$ cat src/rtl/mc_pkg.sv
// mc_pkg: shared types and encodings for the multicycle RV32I sequencing
// controller. Holds the FSM state enum, the opcodes the controller
// implements, and the select/ALU/immediate encodings it drives onto the
// datapath muxes.
package mc_pkg;

    typedef enum logic [3:0] {
        S_FETCH, S_DECODE, S_MEMADR, S_MEMREAD, S_MEMWB, S_MEMWRITE,
        S_EXECR, S_EXECI, S_ALUWB, S_BEQ, S_JAL, S_TRAP
    } state_t;

    localparam logic [6:0] OP_LW  = 7'b0000011;
    localparam logic [6:0] OP_SW  = 7'b0100011;
    localparam logic [6:0] OP_R   = 7'b0110011;
    localparam logic [6:0] OP_I   = 7'b0010011;
    localparam logic [6:0] OP_BEQ = 7'b1100011;
    localparam logic [6:0] OP_JAL = 7'b1101111;

    localparam logic [2:0] ALU_ADD = 3'b000;
    localparam logic [2:0] ALU_SUB = 3'b001;
    localparam logic [2:0] ALU_AND = 3'b010;
    localparam logic [2:0] ALU_OR  = 3'b011;
    localparam logic [2:0] ALU_SLT = 3'b101;

    localparam logic [1:0] IMM_I = 2'b00;
    localparam logic [1:0] IMM_S = 2'b01;
    localparam logic [1:0] IMM_B = 2'b10;
    localparam logic [1:0] IMM_J = 2'b11;

    localparam logic       ADR_PC     = 1'b0;
    localparam logic       ADR_ALUOUT = 1'b1;

    localparam logic [1:0] RES_ALUOUT = 2'b00;
    localparam logic [1:0] RES_DATA   = 2'b01;
    localparam logic [1:0] RES_ALURES = 2'b10;

    localparam logic [1:0] SRCA_PC    = 2'b00;
    localparam logic [1:0] SRCA_OLDPC = 2'b01;
    localparam logic [1:0] SRCA_RS1   = 2'b10;

    localparam logic [1:0] SRCB_RS2  = 2'b00;
    localparam logic [1:0] SRCB_IMM  = 2'b01;
    localparam logic [1:0] SRCB_FOUR = 2'b10;

    // Immediate format is a pure function of the opcode, independent of state.
    function automatic logic [1:0] imm_sel(input logic [6:0] op);
        case (op)
            OP_SW:   return IMM_S;
            OP_BEQ:  return IMM_B;
            OP_JAL:  return IMM_J;
            default: return IMM_I;
        endcase
    endfunction

endpackage

$ cat src/rtl/mc_alu_dec.sv
// mc_alu_dec: funct3/funct7b5 decode to an ALU operation.
// Ports:
//   i_funct3     instr[14:12]
//   i_funct7b5   instr[30]; selects sub only for R-type funct3 000
//   i_is_rtype   1 when decoding a register-register instruction
//   o_alu_control ALU operation (mc_pkg ALU_* encoding)
//   o_illegal    funct3 outside the supported set (000, 010, 110, 111); o_alu_control is add in that case
module mc_alu_dec
    import mc_pkg::*;
(
    input  logic [2:0] i_funct3,
    input  logic       i_funct7b5,
    input  logic       i_is_rtype,
    output logic [2:0] o_alu_control,
    output logic       o_illegal
);

    always_comb begin
        o_alu_control = ALU_ADD;
        o_illegal     = 1'b0;
        case (i_funct3)
            3'b000:  if (i_is_rtype && i_funct7b5) o_alu_control = ALU_SUB;
            3'b010:  o_alu_control = ALU_SLT;
            3'b110:  o_alu_control = ALU_OR;
            3'b111:  o_alu_control = ALU_AND;
            default: o_illegal = 1'b1;
        endcase
    end

endmodule

$ cat src/rtl/mc_ctrl_fsm.sv
// mc_ctrl_fsm: multicycle sequencing controller for the RV32I subset
// (lw, sw, R-type, I-type ALU, beq, jal) on a unified-memory datapath.
// Outputs decode combinationally from the state register (plus zero and
// mem_ready); imm_src decodes from op. Unimplemented opcodes or funct3
// values park the FSM in a sticky TRAP state that only reset leaves.
// Ports:
//   clk, reset         clock; asynchronous active-high reset
//   op/funct3/funct7b5 fields from the instruction register
//   zero, mem_ready    ALU zero flag; memory access completes this cycle
//   pc_write, adr_src, mem_write, ir_write, result_src, alu_src_a,
//   alu_src_b, imm_src, reg_write, alu_control   datapath controls
//   trap               sticky illegal-instruction flag
//   cycle_cnt, instret_cnt  performance counters
// Build option: define MC_PERF_CNT_EN to implement the counters; without it
// both counter ports are constant 0.
module mc_ctrl_fsm
    import mc_pkg::*;
#(
    parameter int CNT_W = 32
) (
    input  logic             clk,
    input  logic             reset,
    input  logic [6:0]       op,
    input  logic [2:0]       funct3,
    input  logic             funct7b5,
    input  logic             zero,
    input  logic             mem_ready,
    output logic             pc_write,
    output logic             adr_src,
    output logic             mem_write,
    output logic             ir_write,
    output logic [1:0]       result_src,
    output logic [1:0]       alu_src_a,
    output logic [1:0]       alu_src_b,
    output logic [1:0]       imm_src,
    output logic             reg_write,
    output logic [2:0]       alu_control,
    output logic             trap,
    output logic [CNT_W-1:0] cycle_cnt,
    output logic [CNT_W-1:0] instret_cnt
);

    state_t     r_state;
    logic [2:0] w_alu_dec;
    logic       w_alu_illegal;
    logic       w_pc_write, w_mem_write, w_ir_write, w_reg_write;

    mc_alu_dec u_alu_dec (
        .i_funct3      (funct3),
        .i_funct7b5    (funct7b5),
        .i_is_rtype    (r_state == S_EXECR),
        .o_alu_control (w_alu_dec),
        .o_illegal     (w_alu_illegal)
    );

    always_ff @(posedge clk or posedge reset) begin
        if (reset) begin
            r_state <= S_FETCH;
        end else begin
            case (r_state)
                S_FETCH:    if (mem_ready) r_state <= S_DECODE;
                S_DECODE: begin
                    case (op)
                        OP_LW, OP_SW: r_state <= S_MEMADR;
                        OP_R:         r_state <= S_EXECR;
                        OP_I:         r_state <= S_EXECI;
                        OP_BEQ:       r_state <= S_BEQ;
                        OP_JAL:       r_state <= S_JAL;
                        default:      r_state <= S_TRAP;
                    endcase
                end
                S_MEMADR:   r_state <= (op == OP_LW) ? S_MEMREAD : S_MEMWRITE;
                S_MEMREAD:  if (mem_ready) r_state <= S_MEMWB;
                S_MEMWRITE: if (mem_ready) r_state <= S_FETCH;
                S_EXECR,
                S_EXECI:    r_state <= w_alu_illegal ? S_TRAP : S_ALUWB;
                S_JAL:      r_state <= S_ALUWB;
                S_MEMWB,
                S_ALUWB,
                S_BEQ:      r_state <= S_FETCH;
                S_TRAP:     r_state <= S_TRAP;
                default:    r_state <= S_FETCH;
            endcase
        end
    end

    always_comb begin
        w_pc_write  = 1'b0;
        w_mem_write = 1'b0;
        w_ir_write  = 1'b0;
        w_reg_write = 1'b0;
        adr_src     = ADR_PC;
        result_src  = RES_ALUOUT;
        alu_src_a   = SRCA_PC;
        alu_src_b   = SRCB_RS2;
        alu_control = ALU_ADD;
        trap        = 1'b0;
        case (r_state)
            S_FETCH: begin
                alu_src_b  = SRCB_FOUR;
                result_src = RES_ALURES;
                w_ir_write = mem_ready;
                w_pc_write = mem_ready;
            end
            S_DECODE: begin
                alu_src_a = SRCA_OLDPC;
                alu_src_b = SRCB_IMM;
            end
            S_MEMADR: begin
                alu_src_a = SRCA_RS1;
                alu_src_b = SRCB_IMM;
            end
            S_MEMREAD:  adr_src = ADR_ALUOUT;
            S_MEMWB: begin
                result_src  = RES_DATA;
                w_reg_write = 1'b1;
            end
            S_MEMWRITE: begin
                adr_src     = ADR_ALUOUT;
                w_mem_write = 1'b1;
            end
            S_EXECR: begin
                alu_src_a   = SRCA_RS1;
                alu_control = w_alu_dec;
            end
            S_EXECI: begin
                alu_src_a   = SRCA_RS1;
                alu_src_b   = SRCB_IMM;
                alu_control = w_alu_dec;
            end
            S_ALUWB:    w_reg_write = 1'b1;
            S_BEQ: begin
                alu_src_a   = SRCA_RS1;
                alu_control = ALU_SUB;
                w_pc_write  = zero;
            end
            S_JAL: begin
                alu_src_a  = SRCA_OLDPC;
                alu_src_b  = SRCB_FOUR;
                w_pc_write = 1'b1;
            end
            S_TRAP:     trap = 1'b1;
            default: ;
        endcase
    end

    // Reset parks the state in FETCH, where pc/ir enables follow mem_ready;
    // gate every write enable with reset so nothing commits while held.
    assign pc_write  = w_pc_write  & ~reset;
    assign mem_write = w_mem_write & ~reset;
    assign ir_write  = w_ir_write  & ~reset;
    assign reg_write = w_reg_write & ~reset;
    assign imm_src   = imm_sel(op);

`ifdef MC_PERF_CNT_EN
    localparam logic [CNT_W-1:0] CNT_ONE = {{(CNT_W-1){1'b0}}, 1'b1};

    logic [CNT_W-1:0] r_cycle_cnt, r_instret_cnt;
    logic             w_retire;

    // Every path back to FETCH leaves through one of these states.
    assign w_retire = (r_state == S_MEMWB) || (r_state == S_ALUWB) ||
                      (r_state == S_BEQ)   || (r_state == S_MEMWRITE && mem_ready);

    always_ff @(posedge clk or posedge reset) begin
        if (reset) begin
            r_cycle_cnt   <= '0;
            r_instret_cnt <= '0;
        end else if (r_state != S_TRAP) begin
            r_cycle_cnt <= r_cycle_cnt + CNT_ONE;
            if (w_retire) r_instret_cnt <= r_instret_cnt + CNT_ONE;
        end
    end

    assign cycle_cnt   = r_cycle_cnt;
    assign instret_cnt = r_instret_cnt;
`else
    assign cycle_cnt   = '0;
    assign instret_cnt = '0;
`endif

endmodule

$ cat config.mk
export PLATFORM = sky130hd
export DESIGN_NAME = mc_ctrl_fsm
export DESIGN_NICKNAME = d
export VERILOG_FILES = /design/src/rtl/mc_pkg.sv /design/src/rtl/mc_alu_dec.sv /design/src/rtl/mc_ctrl_fsm.sv
export SDC_FILE = /design/constraint.sdc
export NUM_CORES = 1
export LEC_CHECK = 0
export BUFFER_PORTS_ARGS = -buffer_cell sky130_fd_sc_hd__buf_2
export CORE_MARGIN = 3
export CORE_UTILIZATION = 41
export DETAILED_ROUTE_END_ITERATION = 6
export PLACE_DENSITY_LB_ADDON = 0.12
export SYNTH_ARGS = -nofsm -noshare
export SYNTH_HDL_FRONTEND = slang
export SYNTH_SLANG_ARGS = --single-unit
$ cat constraint.sdc
create_clock -name clk -period 3.4 [get_ports clk]
set_clock_uncertainty 0.2 [all_clocks]
set_input_delay 0.34 -clock clk [delete_from_list [all_inputs] [get_ports clk]]
set_output_delay 0.34 -clock clk [all_outputs]
set_load 0.05 [all_outputs]
Word level (Yosys, flattened, before mapping). Cells that the tools add are included.

Input bits: 15. Output and inout bits: 81. Word-level logic and storage cells: 62. Register bits: 4.

Bitwise logic cells: 5. Equal/unequal tests: 23. Mux-type cells: 20. Reduce and logical (&&, ||, !) cells: 13.

Operators by type and width (number): $pmux W4 S8 (1); $pmux W4 S5 (1); $eq A4 B3 Y1 const B (4); $eq A4 B4 Y1 const B (4); $eq A7 B6 Y1 const B (2); $eq A7 B7 Y1 const B (2); $mux W4 (3); $pmux W2 S2 (3); $pmux W3 S4 (1); $reduce_or A2 Y1 (6); $eq A4 B2 Y1 const B (2); $reduce_or A4 Y1 (2); $eq A7 B2 Y1 const B (1); $eq A7 B5 Y1 const B (1); $eq A3 B3 Y1 const B (2); $mux W1 (6); $ne A2 B2 Y1 const B (3); $pmux W2 S3 (1); $pmux W3 S2 (1); $and A1 B1 Y1 (4); $eq A4 B1 Y1 const B (1); $logic_not A4 Y1 (1); $eq A3 B2 Y1 const B (1); $logic_not A3 Y1 (1); other kinds (7) (7).

Depth between registers and ports, before layout. Gate-level depths: netlist of run 1.

Depth after elaboration: 5. Mapped depth: 6.

By module. From an unflattened synthesis of run 1, not the netlist that was laid out.

Cells, all modules: 158. Area, all modules: 1106.1 µm².

By module, submodules not included: mc_ctrl_fsm (instances 1, cells each 152, seq. area each 100.1 µm², area each 1069.8 µm²); mc_alu_dec (instances 1, cells each 6, seq. area each 0.0 µm², area each 36.3 µm²).

Worst setup path after synthesis of run 1. No wires, ideal clock.

Path type: register -> output. Start point: register r_state[3]. End point: output reg_write. Stages on the path, launching flop included: 5. Slack: 404 ps. Data arrival time: 2456 ps. Buffers on the path: 2. Data required time: 2860 ps. Cells stage by stage: dfrtp_1 clkbuf_1 buf_1 xnor2_1 nor4_1.

Cells in the longest elaborated chain, start to end: 4.

Ends and longest elaborated chain: start: declaration (line mc_ctrl_fsm.sv:43) `state_t r_state;`; start signal: assignment (line mc_ctrl_fsm.sv:72) `S_MEMADR: r_state <= (op == OP_LW) ? S_MEMREAD : S_MEMWRITE;`; start signal: assignment (line mc_ctrl_fsm.sv:76) `S_EXECI: r_state <= w_alu_illegal ? S_TRAP : S_ALUWB;`; $eq A4 B4 Y1 or $eq A4 B3 Y1 (tied branches) (line mc_ctrl_fsm.sv:98) `case (r_state)`; $reduce_or A2 Y1 (no line) (*); $mux W1 (*) (line mc_ctrl_fsm.sv:98); $and A1 B1 Y1 (*) (line mc_ctrl_fsm.sv:152) `assign reg_write = w_reg_write & ~reset;`; end: declaration (line mc_ctrl_fsm.sv:36) `output logic reg_write,`.

Mark *: on every way between the ends. The rest lies on a longest branch, timed or not.

Final worst setup path of run 1.
Start point: register r_state[1]. End point: output ir_write.

Cells in the longest elaborated chain, start to end: 3.

Ends and longest elaborated chain: $logic_not A4 Y1 (line mc_ctrl_fsm.sv:98); $mux W1 (line mc_ctrl_fsm.sv:98); $and A1 B1 Y1 (line mc_ctrl_fsm.sv:151) `assign ir_write = w_ir_write & ~reset;`; end: declaration (line mc_ctrl_fsm.sv:31) `output logic ir_write,`.

No other way between the ends.

==> results of run 1 <==
==> cells by family (layout without fill, tap and decap cells) <==
group / after synthesis / after routing / share of synthesized area (%)
AO/OA/AOI/OAI: 26 / 26 / 16.25
AND/OR/NAND/NOR: 49 / 49 / 24.32
other: 1 / 64 / 0.3406
flip-flops: 4 / 4 / 9.091
XOR/XNOR: 3 / 3 / 2.387
buffers and inverters: 73 / 39 / 46.70
multiplexers: 1 / 1 / 0.9091
==> layout by cell type, fill, tap and decap left out, drive strengths merged, types with 4 or more instances in the layout <==
| cell type | instances |
|---|---|
| nor2 | 14 |
| nor2b | 5 |
| a21oi | 7 |
| dfrtp | 4 |
| nand2b | 5 |
| buf | 31 |
| and3 | 4 |
| nor3 | 6 |
| inv | 4 |
| conb | 64 |
| nand2 | 4 |
==> power breakdown <==
group	internal (W)	switching [W]
combinational	0.000171	0.000513
clock	0.0000393	0.0000173
sequential	0.0000654	0.0000778
total	0.000276	0.000608
==> layer usage <==
layer	wire length (um)	GRT usage (%)	vias to the layer above	part of all wire, %
li1	-	-	466	-
met1	909	15.25	409	41
met2	983	17.74	58	44
met3	329	3.341	0	15
met4	0	2.980	0	0
met5	0	0	-	0
==> final timing paths <==
kind,endpoint,cells past startpoint,start
worst max-delay path,ir_write,4,r_state[1]$_DFFE_PP0P_
worst min-delay path,r_state[1]$_DFFE_PP0P_,3,op[6]
worst max register to register,r_state[2]$_DFFE_PP0P_,4,r_state[3]$_DFFE_PP0P_
worst min register to register,r_state[0]$_DFFE_PP0P_,1,r_state[2]$_DFFE_PP0P_
max in group asynchronous,r_state[2]$_DFFE_PP0P_,3,reset
min in group asynchronous,r_state[3]$_DFFE_PP0P_,3,reset
==> per-stage QoR <==
step,std cells,area (um2),power [W],hold WS [ns]
finish,216,1064,0.0008842,0.3134
global route,216,1064,0.0009433,0.3170
CTS,216,1064,0.0008837,0.3111
detailed placement,212,1031,0.0008226,0.07513
global placement,212,1031,0.0008210,0.07914
floorplan,220,1338,0.0007660,-0.08322
==> final cells by class <==
| cell class | count | area share (%) |
|---|---|---|
| clock buffer | 3 | 2.118 |
| timing repair buffer | 32 | 15.53 |
| sequential | 4 | 9.412 |
| inverter | 4 | 1.412 |
| multi-input combinational | 143 | 68.00 |
| tap | 30 | 3.529 |
==> critical path: cells and delay by family (launching register included) <==
kind / cells / cell delay, ns
and+or+nand+nor: 3 / 0.79
DFF: 1 / 0.54
buffers and inverters: 1 / 0.25
==> what timing repair did <==
item,4_1_cts,5_1_grt
endpoints found under the hold margin,4,0
hold buffers,1,0
buffers inserted,0,0
==> results by group, run 1 <==
Status
  – Status: finished clean

Global route
  – Global route overflow: 0
  – First-pass GRT wire length: 3056 um
  – Maximum number of pins on one net before global-route repair: 21
  – Initial antenna violation count: 0
  – Gr usage total: 11.36%
  – Vias in the first global route: 688

Floorplanning
  – Die width: 57.82 um
  – Die area: 0.003343 mm2
  – Initial Util: 43.65%
  – Area of the core: 0.002522 mm2
  – I/O pin total: 96
  – Chip Height: 57.82 um
  – Site row count: 18

Worst setup path
  – CP Capture Type: output pin
  – Worst path arrival time: 1.81 ns
  – Setup slack, reg-to-reg: 1.23 ns
  – CP cell instances: or2_2 -> nor3_1 -> and3_1 -> buf_2
  – Crit path required time: 2.86 ns
  – Crit path kind: flip-flop to output pin
  – Worst setup SP type: flip-flop
  – Slowest stage delay, CP: 0.54 ns
  – Slowest-stage cell, CP: dfrtp_1
  – CP max FO: 16

Yosys
  – Syn Inst Count: 157
  – Synth unique cells: 39
  – Number of synthesized register bits: 4
  – Ys async rst share: 100.0%
  – Post-synth EDFFs: 0
  – Top post-synthesis cells by area: buf_4, dfrtp_1, nor2_1, a21oi_1, nand2b_1
  – Post-synth top area share: 43.64%
  – Register area share after synthesis: 9.091%
  – Commonest cells in the synthesized netlist: buf_4, nor2_1, a21oi_1, nor3_1
  – Cell Area, Synth: 0.001101 mm2
  – Avg Cell Area, Syn: 7.013 um2
  – Top_reg_cell synth: dfrtp_1
  – Area leader, netlist: buf_4
  – Synth warnings: 0
  – Cell with the most instances after synthesis: buf_4

Layout
  – Core Util, Final: 42.16%
  – Layout Nets: 203
  – Register name with the most flops: r_state
  – Top flop regs: r_state: 4 flops
  – Filler cells: 279
  – Max reg flops: 4
  – Layout area overhead: -3.409%
  – Register Area: 100.1 um2
  – Multi-input gate area: 723.2 um2
  – N_diodes: 0
  – Share of cells above drive strength 1: 20.43%

Timing
  – Peak Freq: 424.8 MHz
  – RSZ-0062 raised after global routing: no
  – Final Hold Fails: 0
  – Minimum clock period: 2.354 ns
  – Max-slew violation count: 0
  – Final setup viols: 0
  – Setup TNS: 0 ns
  – Setup ws final: 1.046 ns
  – Fin crit share: 69.24%
  – Slew HR: 59.61%
  – Worst slew pin tran: 0.6058 ns

CTS
  – CTS tree: done
  – H-Tree Depth: 1
  – Number of buffers created by CTS: 3
  – Worst skew pair latency: 0.23 ns
  – Max clock buf depth: 2
  – # clock sinks: 4
  – Clk slew on worst S/H paths: 0.04 ns
  – CTS root buf: clkbuf_4
  – Cts repair resizes: 0

Drt
  – Drt drc: 0
  – Total number of vias: 933
  – Starting DRT DRC Count: 13
  – TritonRoute pass-1 iters: 4
  – Routed WL: 2223 um
  – WL/cell: 10.29 um
  – Via density: 4.319
  – Final ANT Viol Nets: 0

Placement
  – GP Congestion: 0.8336
  – Dpl ws: 1.269 ns
  – I/O Buffers: 31
  – Dpl hpwl: 1816 um

Power
  – Cell Pwr Density: 831.4 mW/mm2
  – Max VDD drop: 0.5409 mV
  – Static leakage: 0.6293 nW

Hold path
  – Min-delay worst type: input pin to flip-flop

Flow run
  – Max cap viols: 0
No activity file was read; power rests on OpenSTA's default activity.
==> run 2: changes to the inputs <==
Settings changed: CORE_UTILIZATION 41 to 35.
Clock period 3.4 ns to 1.98 ns, I/O delays scaled along.
==> run 2 against run 1 <==
Sequential power grew 6%; worst setup slack got worse by 0.99 ns; non-clock buffer count increased by 12; power increased by 120%; via count grew 7.5%; first-iteration DRC count up 110%; final cell count is 11% higher; sequential share of layout area down 1.8 points; flip-flop and latch count is the same; critical path type unchanged.
==> results by group, run 2 (same netlist as run 1, synthesis figures left out) <==
Drt
  – Via density: 4.179
  – Routed WL: 2606 um
  – Starting DRT DRC Count: 27
  – Total number of vias: 1003
  – WL/cell: 10.86 um
  – Drt drc: 0
  – TritonRoute pass-1 iters: 4
  – Final ANT Viol Nets: 0

Floorplanning
  – Die width: 62.09 um
  – Site row count: 19
  – Die area: 0.003855 mm2
  – Initial Util: 38.28%
  – Area of the core: 0.002877 mm2
  – Chip Height: 62.09 um
  – I/O pin total: 96

Global route
  – Maximum number of pins on one net before global-route repair: 12
  – Gr usage total: 13.01%
  – First-pass GRT wire length: 3657 um
  – Global route overflow: 0
  – Initial antenna violation count: 0
  – Vias in the first global route: 801

Timing
  – Final setup viols: 0
  – Minimum clock period: 1.927 ns
  – Setup TNS: 0 ns
  – RSZ-0062 raised after global routing: yes
  – Fin crit share: 97.34%
  – Peak Freq: 518.8 MHz
  – Max-slew violation count: 0
  – Hold slack: 0.1525 ns
  – Final Hold Fails: 0
  – Setup ws final: 0.05264 ns

Worst setup path
  – CP max FO: 6
  – Crit path kind: flip-flop to output pin
  – CP Launch Point: r_state[2]$_DFFE_PP0P_
  – Worst path arrival time: 1.53 ns
  – Reg-to-Reg Start: r_state[1]$_DFFE_PP0P_
  – CP Capture Type: output pin
  – Setup slack, reg-to-reg: 0.07 ns
  – Worst setup SP type: flip-flop
  – Crit path required time: 1.58 ns

Placement
  – Dpl hpwl: 2048 um
  – I/O Buffers: 31
  – # placed instances: 232
  – Dpl ws: 0.08766 ns
  – GP Congestion: 0.8351

CTS
  – Max clock buf depth: 2
  – H-Tree Depth: 1
  – Number of buffers created by CTS: 3
  – Clk slew on worst S/H paths: 0.04 ns
  – Worst skew pair latency: 0.25 ns
  – CTS root buf: clkbuf_4
  – CTS tree: done
  – # clock sinks: 4

Power
  – Tot Pwr: 0.001909 W
  – Clock share of power: 5.8%
  – Max VDD drop: 0.6570 mV
  – Static leakage: 0.6997 nW
  – Seq pwr share: 7.9%
  – Internal power: 0.0007172 W
  – Comb pwr share: 86.4%
  – Switch Pwr: 0.001192 W
  – Cell Pwr Density: 1433 mW/mm2
  – Switching Fraction: 62.43%

Layout
  – Register name with the most flops: r_state
  – Layout Nets: 215
  – Layout area overhead: 21.02%
  – Max reg flops: 4
  – N_diodes: 0
  – Commonest non-fill, non-tap cells in the layout: conb_1, buf_2, nor2_1
  – Commonest non-fill, non-tap cell in the layout: conb_1
  – Share of cells above drive strength 1: 34.34%
  – Layout Cells excl Fill: 240
  – Top flop regs: r_state: 4 flops

Hold path
  – Worst Min Path Start: op[4]
  – Min-delay worst type: input pin to flip-flop

Flow run
  – Max cap viols: 0

Status
  – Status: finished clean
## run 2: cell count changes in the layout (fill, tap and decap cells not counted), sizes merged
cell | before | now
inv | 4 | 2
clkbuf | 3 | 7
buf | 31 | 39
clkinvlp | 0 | 2
## run 2: power groups by stage
stage	combinational (W)	clock [W]	sequential [W]
finish	0.00165	0.000110	0.000151
CTS	0.00158	0.000110	0.000149
detailed placement	0.00150	0	0.000149
floorplan	0.00128	0	0.000148
global route	0.00175	0.000122	0.000155
global placement	0.00149	0	0.000146
## run 2: stage by stage
stage	utilization (%)	instance area (um2)
global placement	41.19	1185
detailed placement	41.19	1185
finish	46.32	1333
CTS	44.28	1274
floorplan	-	1408
global route	46.32	1333
## run 2: what timing repair did
action                                  4_1_cts  5_1_grt
pin swaps                                     0        3
hold buffers                                  1        0
gates resized for setup                      13       16
endpoints found under the hold margin         4        0
endpoints found under the setup margin        9       14
setup buffers                                 2        2
## run 2: routing by layer
layer	vias up	routed length, um	global-route usage (%)
met5	-	0	0
met4	0	36	5.455
met3	5	306	3.512
met2	66	1169	20.41
met1	441	1094	16.73
li1	491	-	-
## run 2: final cells by class
class                      instances  area [um2]
multi-input combinational        143       814.5
timing repair buffer              44       319.1
clock buffer                       3       22.52
tap                               42       52.55
inverter                           4       22.52
sequential                         4       101.3
fill                             293        1544
## run 2: worst paths after layout
kind | end | depth (start not counted)
min in group asynchronous | r_state[1]$_DFFE_PP0P_ | 3
worst min-delay path | r_state[1]$_DFFE_PP0P_ | 3
worst max register to register | r_state[2]$_DFFE_PP0P_ | 4
max in group asynchronous | r_state[3]$_DFFE_PP0P_ | 3
worst max-delay path | alu_src_b[0] | 7
worst min register to register | r_state[1]$_DFFE_PP0P_ | 1
## run 2: worst max-delay path, cell delays in order (launching register included)
cell     delay (ns)
dfrtp_1        0.40
buf_6          0.15
buf_4          0.13
nor2b_1        0.12
nor3_1         0.18
a21oi_2        0.07
nor2_4         0.08
buf_6          0.15
==> run 3: changes to the inputs <==
Settings changed: CORE_ASPECT_RATIO set to 1.75.
==> run 3 against run 2 <==
Power fell by 4.0%; final area down 5.1%; worst setup slack gained 0.023 ns; non-clock buffer count shrank 5; flip-flop and latch count stayed put; core utilization shrank 3.6 points.
==> results by group, run 3 (same netlist as run 1, synthesis figures left out) <==
Status
  – Status: finished clean

Floorplanning
  – I/O pin total: 96
  – Die width: 48.40 um
  – Die area: 0.003881 mm2
  – Chip Height: 80.20 um
  – Initial Util: 37.19%
  – Site row count: 26
  – Area of the core: 0.002960 mm2

Placement
  – Dpl cell area: 0.001165 mm2
  – Dpl hpwl: 2183 um
  – GP Congestion: 0.8209
  – # placed instances: 231
  – I/O Buffers: 31

Layout
  – Commonest non-fill, non-tap cells in the layout: conb_1, buf_2, nor2_1
  – Commonest non-fill, non-tap cell in the layout: conb_1
  – Fin area: 0.001265 mm2
  – N_diodes: 0
  – Layout area overhead: 14.89%
  – Share of cells above drive strength 1: 29.53%
  – Register name with the most flops: r_state
  – Max reg flops: 4
  – Top flop regs: r_state: 4 flops
  – Layout Nets: 210
  – Layout Cells excl Fill: 235

Worst setup path
  – Setup slack, reg-to-reg: 0.09 ns
  – Worst setup SP type: flip-flop
  – Worst path arrival time: 1.51 ns
  – CP Capture Type: output pin
  – Crit path kind: flip-flop to output pin
  – Crit path required time: 1.58 ns
  – Reg-to-Reg Start: r_state[1]$_DFFE_PP0P_
  – R2r worst-path depth: 4
  – FF-to-FF End: r_state[2]$_DFFE_PP0P_
  – CP max FO: 8

Timing
  – Fin crit share: 96.19%
  – Max-slew violation count: 0
  – Peak Freq: 525.0 MHz
  – Final Hold Fails: 0
  – Final setup viols: 0
  – Minimum clock period: 1.905 ns

Drt
  – Final ANT Viol Nets: 0
  – WL/cell: 10.74 um
  – TritonRoute pass-1 iters: 4
  – Total number of vias: 983
  – Starting DRT DRC Count: 19
  – Routed WL: 2523 um
  – Drt drc: 0
  – Via density: 4.183

CTS
  – CTS root buf: clkbuf_8
  – # clock sinks: 4
  – H-Tree Depth: 1
  – Max clock buf depth: 2
  – Worst skew pair latency: 0.21 ns
  – Clk slew on worst S/H paths: 0.03 ns
  – CTS tree: done
  – Number of buffers created by CTS: 3

Global route
  – Maximum number of pins on one net before global-route repair: 17
  – Met3 usage: 2.597%
  – GRT met2 Usage: 24.03%
  – Grt peak-use layer: met2
  – Vias in the first global route: 889
  – Global route overflow: 0
  – M1 GR Usage: 12.49%
  – Gr usage total: 12.42%
  – Initial antenna violation count: 0
  – First-pass GRT wire length: 3967 um

Hold path
  – Min-delay worst type: input pin to flip-flop
  – Hold path cells: 4
  – Worst hold endpoint: r_state[2]$_DFFE_PP0P_
  – Worst Min Path Start: op[5]

Power
  – Max VDD drop: 0.6471 mV
  – Static leakage: 0.6907 nW
  – Cell Pwr Density: 1448 mW/mm2

Flow run
  – Max cap viols: 0
run 3: worst max-delay path: stages (launching register included):
cell and delay [ns]:
dfrtp_1 0.37, buf_4 0.17, or2_4 0.29, nor3_4 0.13, and3_4 0.20, buf_8 0.14
run 3: layer usage:
| metal | vias to the layer above | part of all wire (%) |
|---|---|---|
| li1 | 481 | - |
| met1 | 434 | 33 |
| met2 | 64 | 55 |
| met3 | 4 | 10 |
| met4 | 0 | 1.8 |
| met5 | - | 0 |
run 3: through the flow:
step | setup WS, ns | total power [W] | TNS (ns) | util [%] | hold WS, ns
after global placement | 0.09737 | 0.001611 | 0 | 39.35 | -0.02001
final | 0.07541 | 0.001832 | 0 | 42.73 | 0.1945
after CTS | -0.002528 | 0.001814 | -0.002528 | 41.72 | 0.2020
after detailed placement | 0.07928 | 0.001617 | 0 | 39.35 | -0.01678
after floorplan | -0.08564 | 0.001432 | -0.1101 | - | -0.2221
after global routing | -0.01187 | 0.001949 | -0.01187 | 42.73 | 0.2342
run 3: cell type report:
type,count,area [um2]
inverters,4,15.01
well taps,42,52.55
fillers,337,1695
repair buffers,39,247.7
flip-flops and latches,4,100.1
clock buffers,3,41.29
multi-input cells,143,808.3
run 3: worst max path at each step:
stage                                 from                endpoint  slack [ns]
floorplan           r_state[3]$_DFFE_PP0P_            alu_src_a[1]       -0.09
global placement    r_state[1]$_DFFE_PP0P_  r_state[2]$_DFFE_PP0P_         0.1
detailed placement  r_state[1]$_DFFE_PP0P_  r_state[2]$_DFFE_PP0P_        0.08
CTS                 r_state[2]$_DFFE_PP0P_                ir_write      -0.003
global route        r_state[3]$_DFFE_PP0P_          alu_control[0]       -0.01
finish              r_state[1]$_DFFE_PP0P_                ir_write        0.08
run 3: what timing repair did:
action	CTS	global route
setup endpoints to repair	3	8
gates resized for setup	6	11
hold buffers	1	0
pin swaps	1	2
setup buffers	0	0
hold endpoints to repair	4	0
run 3: power breakdown:
part | switching [W] | internal (W)
Sequential | 0.0000203 | 0.000115
Combinational | 0.00108 | 0.000446
Clock | 0.0000367 | 0.000129
